===== config.mk =====
export PLATFORM = sky130hd
export DESIGN_NAME = bullet_scheduler
export DESIGN_NICKNAME = d
export VERILOG_FILES = /design/src/rtl/bullet_scheduler_pkg.sv /design/src/rtl/bullet_scheduler_rr_free_slot_picker.sv /design/src/rtl/bullet_scheduler.sv
export SDC_FILE = /design/constraint.sdc
export NUM_CORES = 1
export LEC_CHECK = 0
export ABC_AREA = 1
export CAP_MARGIN = 15
export CORE_UTILIZATION = 47
export DETAILED_ROUTE_END_ITERATION = 8
export GPL_TIMING_DRIVEN = 0
export PLACE_DENSITY = 0.77
export SETUP_SLACK_MARGIN = 0.15
export SYNTH_ARGS = -nofsm -noshare
export SYNTH_HDL_FRONTEND = slang
export SYNTH_SLANG_ARGS = --single-unit

===== constraint.sdc =====
create_clock -name clk -period 3.5 [get_ports clk]
set_input_delay 0.7 -clock clk [delete_from_list [all_inputs] [get_ports clk]]
set_output_delay 0.7 -clock clk [all_outputs]
set_load 0.02 [all_outputs]

===== src/rtl/bullet_scheduler_pkg.sv =====
// Shared constants and types for the bullet scheduler and the sprite and
// collision blocks that consume its per-slot positions.
package bullet_scheduler_pkg;

  localparam int CORDW         = 10;
  localparam int DEF_SCREEN_H  = 480;
  localparam int DEF_PLAYER_Y  = 440;
  localparam int DEF_P_SPEED   = 4;
  localparam int DEF_A_SPEED   = 2;

  typedef enum logic [1:0] {
    S_IDLE,
    S_MOVE,
    S_SPAWN,
    S_DONE
  } sched_state_e;

endpackage


===== src/rtl/bullet_scheduler_rr_free_slot_picker.sv =====
// Combinational round-robin search for the first free alien slot, starting at
// ptr and wrapping within 1..NUM_SLOTS-1 (slot 0 belongs to the player).
module rr_free_slot_picker #(
  parameter int NUM_SLOTS = 4,
  parameter int IDX_W     = $clog2(NUM_SLOTS)
) (
  input  logic [NUM_SLOTS-1:0] active,
  input  logic [IDX_W-1:0]     ptr,
  output logic                 found,
  output logic [IDX_W-1:0]     slot
);

  logic [IDX_W:0]   cand_sum;
  logic [IDX_W-1:0] cand;

  always_comb begin
    found    = 1'b0;
    slot     = '0;
    cand_sum = '0;
    cand     = '0;
    for (int k = 0; k < NUM_SLOTS - 1; k++) begin
      cand_sum = {1'b0, ptr} + (IDX_W+1)'(k);
      if (cand_sum >= (IDX_W+1)'(NUM_SLOTS)) begin
        cand_sum = cand_sum - (IDX_W+1)'(NUM_SLOTS - 1);
      end
      cand = cand_sum[IDX_W-1:0];
      if (!found && !active[cand]) begin
        found = 1'b1;
        slot  = cand;
      end
    end
  end

endmodule


===== src/rtl/bullet_scheduler.sv =====
// Per-frame bullet update: moves and retires every slot one per cycle, then
// spawns player/alien bullets from latched fire requests.
module bullet_scheduler
  import bullet_scheduler_pkg::*;
#(
  parameter int NUM_SLOTS = 4,
  parameter int P_SPEED   = DEF_P_SPEED,
  parameter int A_SPEED   = DEF_A_SPEED,
  parameter int PLAYER_Y  = DEF_PLAYER_Y,
  parameter int SCREEN_H  = DEF_SCREEN_H
) (
  input  logic                       clk,
  input  logic                       rst,
  input  logic                       frame_tick,
  input  logic                       fire_player,
  input  logic [CORDW-1:0]           player_x,
  input  logic                       fire_alien,
  input  logic [CORDW-1:0]           alien_x,
  input  logic [CORDW-1:0]           alien_y,
  input  logic [NUM_SLOTS-1:0]       kill,
  output logic [CORDW*NUM_SLOTS-1:0] bullet_x,
  output logic [CORDW*NUM_SLOTS-1:0] bullet_y,
  output logic [NUM_SLOTS-1:0]       active,
  output logic                       busy,
  output logic                       fire_ack_p,
  output logic                       fire_ack_a
);

  localparam int IDX_W = $clog2(NUM_SLOTS);
  localparam logic [CORDW-1:0] P_STEP  = CORDW'(P_SPEED);
  localparam logic [CORDW-1:0] Y_SPAWN = CORDW'(PLAYER_Y);
  localparam logic [CORDW:0]   A_STEP  = (CORDW+1)'(A_SPEED);
  localparam logic [CORDW:0]   Y_LIMIT = (CORDW+1)'(SCREEN_H);

  sched_state_e               state_q, state_d;
  logic [IDX_W-1:0]           idx_q, idx_d;
  logic [IDX_W-1:0]           rr_q, rr_d;
  logic [CORDW*NUM_SLOTS-1:0] x_q, x_d, y_q, y_d;
  logic [NUM_SLOTS-1:0]       active_q, active_d;
  logic                       pend_p_q, pend_p_d;
  logic                       pend_a_q, pend_a_d;
  logic [CORDW-1:0]           cap_x_q, cap_x_d, cap_y_q, cap_y_d;
  logic                       ack_p_q, ack_p_d, ack_a_q, ack_a_d;

  logic [CORDW-1:0]           cur_y;
  logic [CORDW:0]             sum_y;
  logic                       pick_found;
  logic [IDX_W-1:0]           pick_slot;

  // Slots being killed this cycle look occupied so no spawn lands in them.
  rr_free_slot_picker #(
    .NUM_SLOTS(NUM_SLOTS),
    .IDX_W    (IDX_W)
  ) u_picker (
    .active(active_q | kill),
    .ptr   (rr_q),
    .found (pick_found),
    .slot  (pick_slot)
  );

  always_comb begin
    // NOTE: every variable gets a default before any branch so no latch is inferred.
    state_d  = state_q;
    idx_d    = idx_q;
    rr_d     = rr_q;
    x_d      = x_q;
    y_d      = y_q;
    active_d = active_q;
    pend_p_d = pend_p_q;
    pend_a_d = pend_a_q;
    cap_x_d  = cap_x_q;
    cap_y_d  = cap_y_q;
    ack_p_d  = 1'b0;
    ack_a_d  = 1'b0;
    cur_y    = '0;
    sum_y    = '0;

    unique case (state_q)
      S_IDLE: begin
        if (frame_tick) begin
          state_d = S_MOVE;
          idx_d   = '0;
        end
      end

      S_MOVE: begin
        for (int i = 0; i < NUM_SLOTS; i++) begin
          if (idx_q == IDX_W'(i) && active_q[i] && !kill[i]) begin
            cur_y = y_q[i*CORDW +: CORDW];
            if (i == 0) begin
              if (cur_y < P_STEP) active_d[i] = 1'b0;
              else                y_d[i*CORDW +: CORDW] = cur_y - P_STEP;
            end else begin
              // Eleven-bit sum so a bullet near the bottom cannot wrap to the top.
              sum_y = {1'b0, cur_y} + A_STEP;
              if (sum_y >= Y_LIMIT) active_d[i] = 1'b0;
              else                  y_d[i*CORDW +: CORDW] = sum_y[CORDW-1:0];
            end
          end
        end
        if (idx_q == IDX_W'(NUM_SLOTS - 1)) state_d = S_SPAWN;
        else                                idx_d   = idx_q + IDX_W'(1);
      end

      S_SPAWN: begin
        if (pend_p_q && !active_q[0] && !kill[0]) begin
          x_d[0 +: CORDW] = player_x;
          y_d[0 +: CORDW] = Y_SPAWN;
          active_d[0]     = 1'b1;
          ack_p_d         = 1'b1;
        end
        if (pend_a_q && pick_found) begin
          for (int i = 1; i < NUM_SLOTS; i++) begin
            if (pick_slot == IDX_W'(i)) begin
              x_d[i*CORDW +: CORDW] = cap_x_q;
              y_d[i*CORDW +: CORDW] = cap_y_q;
              active_d[i]           = 1'b1;
            end
          end
          ack_a_d = 1'b1;
          rr_d    = (pick_slot == IDX_W'(NUM_SLOTS - 1)) ? IDX_W'(1)
                                                         : pick_slot + IDX_W'(1);
        end
        state_d = S_DONE;
      end

      S_DONE:  state_d = S_IDLE;
      default: state_d = S_IDLE;
    endcase

    active_d = active_d & ~kill;

    // Requests seen during SPAWN belong to the next frame.
    if (state_q == S_SPAWN) begin
      pend_p_d = fire_player;
      pend_a_d = fire_alien;
      if (fire_alien) begin
        cap_x_d = alien_x;
        cap_y_d = alien_y;
      end
    end else begin
      if (fire_player) pend_p_d = 1'b1;
      if (fire_alien && !pend_a_q) begin
        pend_a_d = 1'b1;
        cap_x_d  = alien_x;
        cap_y_d  = alien_y;
      end
    end
  end

  // NOTE: sequential state uses non-blocking assignments only.
  always_ff @(posedge clk or posedge rst) begin
    if (rst) begin
      state_q  <= S_IDLE;
      idx_q    <= '0;
      rr_q     <= IDX_W'(1);
      x_q      <= '0;
      y_q      <= '0;
      active_q <= '0;
      pend_p_q <= 1'b0;
      pend_a_q <= 1'b0;
      cap_x_q  <= '0;
      cap_y_q  <= '0;
      ack_p_q  <= 1'b0;
      ack_a_q  <= 1'b0;
    end else begin
      state_q  <= state_d;
      idx_q    <= idx_d;
      rr_q     <= rr_d;
      x_q      <= x_d;
      y_q      <= y_d;
      active_q <= active_d;
      pend_p_q <= pend_p_d;
      pend_a_q <= pend_a_d;
      cap_x_q  <= cap_x_d;
      cap_y_q  <= cap_y_d;
      ack_p_q  <= ack_p_d;
      ack_a_q  <= ack_a_d;
    end
  end

  assign bullet_x   = x_q;
  assign bullet_y   = y_q;
  assign active     = active_q;
  assign busy       = (state_q != S_IDLE);
  assign fire_ack_p = ack_p_q;
  assign fire_ack_a = ack_a_q;

endmodule


# Word level (Yosys, flattened, before mapping)

Index checks and enable logic that the tools add are counted.

Bits in read-only memories: 0
Memories kept: 0
Bits in latches: 0
RAM bits: 0
Logic and storage cells: 174
Input bits: 39
Output and inout bits: 87
Register bits: 114

Reductions and logical operators: 42
Div/mod/pow operators: 0
$lt $le $gt $ge: 10
Multipliers: 0
Bitwise gates (word level): 3
Add/subtract/negate cells: 11
Equality and inequality tests: 26
Multiplexer cells: 64
Shift-type cells: 0

Operators by type and width:

| cell                                                                                 | number |
|---|---|
| 10-bit 2-to-1 mux                                                                    | 18 |
| 40-bit case mux with 2 select lines                                                  | 1 |
| 2-bit inequality test, second input constant                                         | 17 |
| 10-bit by 2-bit adder with 11-bit output, second input constant                      | 3 |
| 11-bit by 9-bit greater-or-equal comparator with 1-bit output, second input constant | 3 |
| 30-bit 2-to-1 mux                                                                    | 1 |
| 1-bit 2-to-1 mux                                                                     | 26 |
| 2-bit 2-to-1 mux                                                                     | 11 |
| 5-bit AND reduction                                                                  | 3 |
| 1-bit logical AND                                                                    | 14 |
| 2-bit == test, second input constant                                                 | 6 |
| 3-bit AND reduction                                                                  | 4 |
| 10-bit by 3-bit < comparator with 1-bit output, second input constant                | 1 |
| 2-bit nonzero test                                                                   | 5 |
| 10-bit by 3-bit subtractor with 10-bit output, second input constant                 | 1 |
| 1-bit logical NOT                                                                    | 9 |
| 2-bit by 3-bit < comparator with 1-bit output, second input constant                 | 3 |
| 2-bit case mux with 4 select lines                                                   | 1 |
| 4-bit case mux with 2 select lines                                                   | 1 |
| 2-bit AND reduction                                                                  | 4 |
| 1-bit binary-select mux with 2-bit select                                            | 3 |
| 2-bit by 1-bit == test with 1-bit output, second input constant                      | 3 |
| 3-bit greater-or-equal comparator, second input constant                             | 2 |
| 2-bit subtractor, second input constant                                              | 3 |
| 11 further kinds                                                                     | 13 |

# Depth between registers and ports, before layout

Gate-level depths: netlist of the first run.

Word-level depth: 16
Gate-level depth with buffers: 17

# Cells and area by module

A second synthesis of the first run with hierarchy kept.

Cells, all modules: 732
Area, all modules: 5,900.7 um2

By module, submodules not included:

| module              | area an instance (um2) | cells each | instances | seq. area each (um2) |
|---|---|---|---|---|
| bullet_scheduler    | 5,640.4                | 686        | 1         | 2,803.9 |
| rr_free_slot_picker | 260.2                  | 46         | 1         | 0.0 |

# Least setup slack after synthesis of the first run

No wires, ideal clock.

Kind: reg2reg
Start: register rr_q[0]
End: register y_q[10] (netlist: bullet_y[10])
Stages on the path, launching flop included: 17
Arrival time: 2.562 ns
Buffers on the path: 1
Path slack: 0.873 ns
Data required time: 3.434 ns
Cell sequence: dfstp_2 > inv_1 > ha_1 > inv_2 > nand2_1 > nand3_1 > nand2_2 > nand4_1 > or2_0 > and2_1 > inv_1 > ha_1 > nand3_1 > nand2_1 > buf_2 > nand4_2 > nand2_1

Cells in the longest elaborated chain, start to end: 14
Elaborated cells on any way between the ends: 33

Ends and longest elaborated chain:

| item                                                                                 | line                                                                                   | text |
|---|---|---|
| start, declared                                                                      | bullet_scheduler.sv:37                                                                 | `logic [IDX_W-1:0] rr_q, rr_d;` |
| start signal, assigned                                                               | bullet_scheduler.sv:169                                                                | `rr_q <= rr_d;` |
| 2-bit by 1-bit adder with 3-bit output                                               | bullet_scheduler_rr_free_slot_picker.sv:22                                             | `cand_sum = {1'b0, ptr} + (IDX_W+1)'(k);` |
| 3-bit greater-or-equal comparator / 2-bit subtractor (equally long branches)         | bullet_scheduler_rr_free_slot_picker.sv:23, bullet_scheduler_rr_free_slot_picker.sv:24 |  |
| 2-bit 2-to-1 mux                                                                     | bullet_scheduler_rr_free_slot_picker.sv:23                                             | `if (cand_sum >= (IDX_W+1)'(NUM_SLOTS)) begin` |
| 1-bit binary-select mux with 2-bit select                                            | bullet_scheduler_rr_free_slot_picker.sv:27                                             | `if (!found && !active[cand]) begin` |
| 1-bit 2-to-1 mux (not written as such)                                               | bullet_scheduler_rr_free_slot_picker.sv:27                                             |  |
| 1-bit logical NOT                                                                    | bullet_scheduler_rr_free_slot_picker.sv:27                                             |  |
| 1-bit logical AND                                                                    | bullet_scheduler_rr_free_slot_picker.sv:27                                             |  |
| 1-bit 2-to-1 mux                                                                     | bullet_scheduler_rr_free_slot_picker.sv:27                                             |  |
| 1-bit logical NOT                                                                    | bullet_scheduler_rr_free_slot_picker.sv:27                                             |  |
| 1-bit logical AND                                                                    | bullet_scheduler_rr_free_slot_picker.sv:27                                             |  |
| 2-bit 2-to-1 mux / 1-bit 2-to-1 mux (equally long branches)                          | bullet_scheduler_rr_free_slot_picker.sv:27                                             |  |
| 2-bit by 1-bit == test with 1-bit output / 1-bit logical AND (equally long branches) | bullet_scheduler.sv:114, bullet_scheduler.sv:112                                       |  |
| 2-bit inequality test (no source line)                                               | -                                                                                      |  |
| 5-bit AND reduction (no source line) (*)                                             | -                                                                                      |  |
| end signal, assigned                                                                 | bullet_scheduler.sv:171                                                                | `y_q <= y_d;` |
| end, declared                                                                        | bullet_scheduler.sv:38                                                                 | `logic [CORDW*NUM_SLOTS-1:0] x_q, x_d, y_q, y_d;` |

Mark *: on every way between the ends. The rest lies on a longest branch, timed or not. The select of a mux whose other input is x is not followed.
A chain may end at the register's enable or synchronous reset.

# Worst setup path in the final report of the first run

Start: register rr_q[0]
End: register y_q[11] (netlist: bullet_y[11])

Same word-level chain as after synthesis.

==> results of run 1 <==
## cell families after synthesis
logic type | after synthesis | share of synthesized area, %
AND/OR/NAND/NOR | 440 | 33.4
flip-flops | 112 | 46.2
buffers and inverters | 75 | 6.10
AO/OA/AOI/OAI | 54 | 5.23
multiplexers | 20 | 3.71
XOR/XNOR | 10 | 1.44
adder cells (fa/ha/maj) | 19 | 3.91
other | 1 | 0.0617
## sequential cells by signal (all words and copies together) (netlist names), 2 cells and up
| register | cells |
|---|---|
| bullet_y | 38 |
| cap_y_q | 10 |
| cap_x_q | 10 |
| bullet_x | 40 |
| active | 4 |
| idx_q | 2 |
| rr_q | 2 |
| state_q | 2 |
## synthesized netlist by cell type, types with 2 or more instances
master / count / area [um^2]
nor2_1: 29 / 109
ha_1: 19 / 238
o221ai_1: 2 / 17.5
dfrtp_1: 111 / 2780
buf_6: 7 / 78.8
clkbuf_1: 5 / 18.8
nor2_4: 5 / 56.3
o21bai_1: 3 / 22.5
nand3b_1: 3 / 22.5
buf_4: 6 / 45.0
o21ai_1: 2 / 10.0
xor2_1: 4 / 35.0
nor2_2: 5 / 31.3
xnor2_1: 6 / 52.6
a21oi_1: 11 / 55.1
clkinv_2: 3 / 15.0
nand4_2: 2 / 25.0
nand3_1: 33 / 165
nand2_2: 10 / 62.6
nand2_1: 296 / 1110
nand2_4: 6 / 67.6
inv_1: 43 / 161
o21ai_0: 31 / 155
buf_2: 8 / 40.0
nand3_2: 9 / 90.1
or2_0: 2 / 12.5
mux2_2: 20 / 225
nand4_1: 34 / 213
inv_2: 2 / 7.51
## what timing repair did
item,in CTS,in global routing
gates resized for setup,0,4
endpoints found under the setup margin,0,9
setup buffers,0,0
## worst register-to-register path, stage by stage, from the launching register on
cell	delay, ns
dfstp_2	0.58
inv_1	0.09
ha_2	0.38
inv_2	0.06
nand2_1	0.09
nand3_1	0.09
nand2_2	0.10
nand4_1	0.15
or2_0	0.24
and2_1	0.19
inv_1	0.10
ha_1	0.23
nand3_1	0.10
nand2_1	0.15
buf_4	0.21
nand4_1	0.11
nand2_1	0.08
## cell type report
class | count | area (um^2)
plain buffers | 27 | 189
clock buffers | 9 | 225
clock inverters | 7 | 101
fillers | 1093 | 4690
inverters | 48 | 188
multi-input cells | 545 | 2910
flip-flops and latches | 112 | 2800
well taps | 172 | 215
repair buffers | 126 | 1290
## report_power, final
part,internal (mW),switching (mW)
sequential,1.88,0.516
clock,0.526,0.587
combinational,1.82,2.64
## stage by stage
| stage | cell area, um^2 | setup slack (ns) | utilization, % | power, mW |
|---|---|---|---|---|
| after floorplan | 6080 | 0.873 | - | 5.21 |
| after global placement | 7530 | 0.336 | 59.6 | 6.70 |
| after detailed placement | 7590 | 0.302 | 60.1 | 6.80 |
| after CTS | 7910 | 0.470 | 62.7 | 7.96 |
| after global routing | 7930 | 0.182 | 62.8 | 8.58 |
| final | 7930 | 0.493 | 62.8 | 7.97 |
## layer usage
layer	GRT usage, %	vias to the layer above	wire [um]
li1	-	2634	-
met1	32.4	2491	6770
met3	6.69	30	1190
met2	39.4	177	7290
met5	0	-	0
met4	12.5	0	391
## final timing paths
check	end	slack, ns	cells after the start
worst max-delay path	bullet_y[11]	0.49	16
worst min-delay path	bullet_x[1]	0.48	2
worst max register to register	bullet_y[11]	0.49	16
worst min register to register	bullet_x[1]	0.48	2
max in group asynchronous	bullet_y[9]	2.04	4
min in group asynchronous	cap_x_q[0]	0.71	2
==> impl_table.tex, run 1 <==
\begin{tabular}{lr}
\hline
Metric & Value \\
\hline
\multicolumn{2}{l}{\textbf{Finish}} \\
Non-filler instance count after layout & 1046 \\
Antenna cells & 0 \\
Leading cell types in the layout, fill and taps excluded & nand2\_1, clkdlybuf4s50\_1, dfrtp\_1 \\
Most common library cell in the layout ignoring fill and taps & nand2\_1 \\
Fraction of layout instances using a drive strength above 1 & 12.6\% \\
Net count, final & just over 900 \\
Growth of design area from synthesis to finish & 30.5\% \\
\multicolumn{2}{l}{\textbf{STA}} \\
Fraction of the cycle the final worst path needs & $\sim$86\% \\
Period minus WS final & between 3 and 4 ns \\
Hold Worst Slack & a little under 0.5 ns \\
F\_max & about 0.33 GHz \\
Setup repair after global routing missed its margin & no \\
Clock skew after layout & 0.0176 ns \\
Endpoints failing setup & 0 \\
Total negative slack for setup checks & 0 ns \\
Normalized max-slew margin & 63.5\% \\
Final count of hold timing violations & 0 \\
Worst-Margin Slew & 0.547 ns \\
Final Max Slew Viols & 0 \\
\multicolumn{2}{l}{\textbf{Pwr}} \\
Reported leakage power & 3.80 nW \\
Power density over the cells & between 1000 and 1500 nW/um\^{}2 \\
IR Drop Worst-Case VDD & 499 uV \\
\multicolumn{2}{l}{\textbf{Clocking}} \\
CTS sink count & 112 \\
Root buffer cell & clkbuf\_16 \\
Clk Latency, worst-skew pair & roughly 0.38 ns \\
Post-CTS Hold Fix Bufs & 0 \\
Buffer depth of the longest clock path & 2 \\
Number of clock buffers inserted by TritonCTS & 9 \\
Clock tree from TritonCTS & done \\
H-tree depth reported by CTS & 3 \\
Clock-pin slew of the registers on the worst-case setup and hold paths & 0.09 ns \\
\multicolumn{2}{l}{\textbf{Yosys}} \\
Primary FF master, synth & dfrtp\_1 \\
Cell count after synthesis & 731 \\
Number of synthesized flops with an enable pin & 0 \\
Synthesized area per cell & 8.31 um\^{}2 \\
Unique masters post-synth & 43 \\
Post-synth ARST share & 100\% \\
Share of the yosys chip area belonging to registers & 46.2\% \\
Syn Std Cell Area & just over 6000 um\^{}2 \\
Synthesis-stage register bit count & 112 \\
Syn. warnings & 0 \\
\multicolumn{2}{l}{\textbf{Die}} \\
Count of standard-cell rows & 41 \\
Core footprint & 12600 um\^{}2 \\
IO Count & about 130 \\
Starting utilization of the core area & 48.1\% \\
Die area & roughly 13000 um\^{}2 \\
Chip Height & between 100 and 150 um \\
Die width & 116 um \\
\multicolumn{2}{l}{\textbf{Worst setup path}} \\
Data required time of the worst path & around 3.8 ns \\
Worst r2r src & rr\_q[0] \\
Setup CP Type & reg2reg \\
Ordered list of cells on the worst path & inv\_1 -> ha\_2 -> inv\_2 -> nand2\_1 -> nand3\_1 -> nand2\_2 -> nand4\_1 -> or2\_0 -> and2\_1 -> inv\_1 -> ha\_1 -> nand3\_1 -> nand2\_1 -> buf\_4 -> nand4\_1 -> nand2\_1 \\
Critical path peak fanout & 10 \\
Top cell by count, worst path & nand2\_1 \\
Critical-path top delay cell & dfstp\_2 \\
Worst path arrival time & 3.33 ns \\
Critical Path Start Type & register \\
Gate family responsible for the most delay along the worst path & simple AND/OR/NAND/NOR gates \\
Worst path max stage delay & 0.58 ns \\
Critical path buffers and inverters & 4 \\
Source of the critical timing path & rr\_q[0] \\
Kind of end point of the critical path & register \\
\multicolumn{2}{l}{\textbf{Route}} \\
Iteration-0 DRC Markers & between 300 and 400 \\
Detailed-route via count & 5332 \\
First-pass DRT Iterations & 5 \\
Remaining antenna violation count & 0 \\
Wire length reported by the detailed router & between 15000 and 20000 um \\
Average wire length per cell after detail routing & approximately 15 um \\
Per-cell via count in the routed design & 5.10 \\
Remaining DRCs & 0 \\
\multicolumn{2}{l}{\textbf{Run}} \\
Count of max-cap constraint violations & 0 \\
\multicolumn{2}{l}{\textbf{Placement}} \\
Count of buffers inserted at the top-level ports & around 120 \\
Count of placed standard cells including taps & 1030 \\
HPWL reported at the end of detailed placement & 11200 um \\
GPL Wtd Cong & about 0.88 \\
\multicolumn{2}{l}{\textbf{Global routing}} \\
Vias in the first global route & $\sim$5200 \\
Largest net degree at the start of global routing & 33 \\
Wire length of the first global-routing pass & 25600 um \\
GRT Resource Usage Total & 25.2\% \\
Congestion Overflow GR & 0 \\
Antenna violations before repair & 0 \\
\multicolumn{2}{l}{\textbf{Status}} \\
Result of the run & complete, no violations \\
\multicolumn{2}{l}{\textbf{Hold path}} \\
HP Start & bullet\_x[1] \\
Tightest Hold Check Type & reg2reg \\
\hline
\end{tabular}
Power figures use the tool's default switching activity.
==> run 2, diff against run 1 <==
--- a/config.mk
+++ b/config.mk
@@ -11,7 +11,7 @@
 export DETAILED_ROUTE_END_ITERATION = 8
 export GPL_TIMING_DRIVEN = 0
 export PLACE_DENSITY = 0.77
-export SETUP_SLACK_MARGIN = 0.15
+export SETUP_SLACK_MARGIN = 0.5
 export SYNTH_ARGS = -nofsm -noshare
 export SYNTH_HDL_FRONTEND = slang
 export SYNTH_SLANG_ARGS = --single-unit
==> impl_table.tex, run 2 (same netlist as run 1, synthesis figures left out) <==
\begin{tabular}{lr}
\hline
Metric & Value \\
\hline
\multicolumn{2}{l}{\textbf{Status}} \\
Result of the run & complete, no violations \\
\multicolumn{2}{l}{\textbf{Placement}} \\
Count of buffers inserted at the top-level ports & 123 \\
Placed cell areas & 7590 um\^{}2 \\
HPWL reported at the end of detailed placement & 11200 um \\
Setup slack after placement & about 0.3 ns \\
Count of placed standard cells including taps & 1030 \\
GPL Wtd Cong & 0.877 \\
\multicolumn{2}{l}{\textbf{Finish}} \\
Most common library cell in the layout ignoring fill and taps & nand2\_1 \\
Design Area, Final & 7990 um\^{}2 \\
Antenna cells & 0 \\
Max FFs per register & 40 \\
Growth of design area from synthesis to finish & 31.5\% \\
Fraction of layout instances using a drive strength above 1 & 13.7\% \\
Core Util, Final & 63.3\% \\
Net count, final & 929 \\
Filler Cell Count & approximately 1100 \\
Leading cell types in the layout, fill and taps excluded & nand2\_1, clkdlybuf4s50\_1, dfrtp\_1 \\
Non-filler instance count after layout & 1048 \\
\multicolumn{2}{l}{\textbf{STA}} \\
Total negative slack for setup checks & 0 ns \\
F\_max & 0.355 GHz \\
Hold Worst Slack & about 0.48 ns \\
Endpoints failing setup & 0 \\
Final count of hold timing violations & 0 \\
Fraction of the cycle the final worst path needs & between 80\% and 90\% \\
Setup repair after global routing missed its margin & no \\
Final Max Slew Viols & 0 \\
Normalized max-slew margin & 63.2\% \\
Worst-Margin Slew & 0.553 ns \\
PnR worst setup slack & 0.686 ns \\
Period minus WS final & 2.81 ns \\
Clock skew after layout & 0.0175 ns \\
\multicolumn{2}{l}{\textbf{Route}} \\
Wire length reported by the detailed router & 15800 um \\
Per-cell via count in the routed design & 5.13 \\
Detailed-route via count & 5381 \\
Average wire length per cell after detail routing & 15.1 um \\
Iteration-0 DRC Markers & 321 \\
First-pass DRT Iterations & 4 \\
Remaining antenna violation count & 0 \\
Remaining DRCs & 0 \\
\multicolumn{2}{l}{\textbf{Pwr}} \\
Logic pwr share & 56.8\% \\
Overall power of the completed layout & 8.12 mW \\
Portion of total power attributed to sequential cells & 29.5\% \\
Internal power & 4.31 mW \\
Share of total power consumed by net switching & 46.9\% \\
Reported leakage power & between 3 and 4 nW \\
Power density over the cells & between 1000 and 1500 nW/um\^{}2 \\
Clock group share of total power & 13.7\% \\
Switching power of the nets & 3.81 mW \\
IR Drop Worst-Case VDD & 501 uV \\
\multicolumn{2}{l}{\textbf{Worst setup path}} \\
Critical Path Start Type & input port \\
Critical path peak fanout & 10 \\
Reg2reg setup slack & 0.70 ns \\
Data required time of the worst path & 3.81 ns \\
Kind of end point of the critical path & register \\
Setup CP Type & in2reg \\
Worst path arrival time & roughly 3.1 ns \\
\multicolumn{2}{l}{\textbf{Clocking}} \\
Post-CTS Hold Fix Bufs & 0 \\
Buffer depth of the longest clock path & 2 \\
H-tree depth reported by CTS & 3 \\
Clock tree from TritonCTS & done \\
Clock-pin slew of the registers on the worst-case setup and hold paths & 0.09 ns \\
Clk Latency, worst-skew pair & 0.37 ns \\
Number of clock buffers inserted by TritonCTS & 9 \\
CTS sink count & 112 \\
Root buffer cell & clkbuf\_16 \\
\multicolumn{2}{l}{\textbf{Global routing}} \\
Vias in the first global route & roughly 5200 \\
Congestion Overflow GR & 0 \\
Layer with the highest usage after global routing & met2 \\
GRT met2 Usage & around 40\% \\
Largest net degree at the start of global routing & 33 \\
Global-route track usage on met3 & approximately 6.7\% \\
GRT Resource Usage Total & 25.3\% \\
Antenna violations before repair & 0 \\
Wire length of the first global-routing pass & 25700 um \\
Grt met1 use & 32.4\% \\
\multicolumn{2}{l}{\textbf{Die}} \\
Chip Height & between 100 and 150 um \\
Die area & 13400 um\^{}2 \\
Core footprint & 12600 um\^{}2 \\
IO Count & 126 \\
Count of standard-cell rows & 41 \\
Die width & between 100 and 150 um \\
Starting utilization of the core area & roughly half \\
\multicolumn{2}{l}{\textbf{Hold path}} \\
Tightest Hold Check Type & reg2reg \\
\multicolumn{2}{l}{\textbf{Run}} \\
Count of max-cap constraint violations & 0 \\
\hline
\end{tabular}
-- run 2: power by group through the flow --
stage	logic [mW]	registers, mW	clock network [mW]
floorplan	2.43	2.79	0
global placement	4.30	2.40	0
detailed placement	4.41	2.39	0
CTS	4.48	2.39	1.12
global route	5.08	2.48	1.17
finish	4.61	2.40	1.11
-- run 2: worst paths after layout --
| check | startpoint | endpoint | cells past startpoint |
|---|---|---|---|
| worst max-delay path | kill[3] | bullet_y[32] | 16 |
| worst min-delay path | bullet_x[1] | bullet_x[1] | 2 |
| worst max register to register | rr_q[0] | bullet_y[32] | 16 |
| worst min register to register | bullet_x[1] | bullet_x[1] | 2 |
| max in group asynchronous | rst | bullet_y[9] | 4 |
| min in group asynchronous | rst | cap_x_q[0] | 2 |
-- run 2: what timing repair did --
item                       4_1_cts  5_1_grt
setup endpoints to repair       10       31
setup buffers                    0        2
pin swaps                        0        1
gates resized for setup          3       13
-- run 2: cell type report --
type | instances | area, um^2 | share of cell area [%]
buffer | 27 | 196 | 2.46
clock buffer | 9 | 225 | 2.82
clock inverter | 7 | 101 | 1.27
inverter | 48 | 188 | 2.35
multi-input combinational | 545 | 2950 | 37.0
sequential | 112 | 2800 | 35.1
tap | 172 | 215 | 2.69
timing repair buffer | 128 | 1310 | 16.4
-- run 2: metal layers --
| metal | up-vias | part of all wire [%] |
|---|---|---|
| li1 | 2642 | - |
| met2 | 177 | 47 |
| met5 | - | 0 |
| met4 | 0 | 2.5 |
| met1 | 2530 | 43 |
| met3 | 32 | 7.9 |
-- run 2: worst max-delay path: stages --
cell and delay, ns:
clkdlybuf4s50_1 0.46, nor2_1 0.20, nand2_1 0.10, nand3_1 0.11
nand2_2 0.08, inv_1 0.06, nand2_1 0.07, o221ai_1 0.19
o21ai_1 0.15, inv_2 0.13, ha_2 0.23, inv_1 0.09
o21bai_4 0.20, buf_6 0.17, nand4_1 0.09, nand2_1 0.10
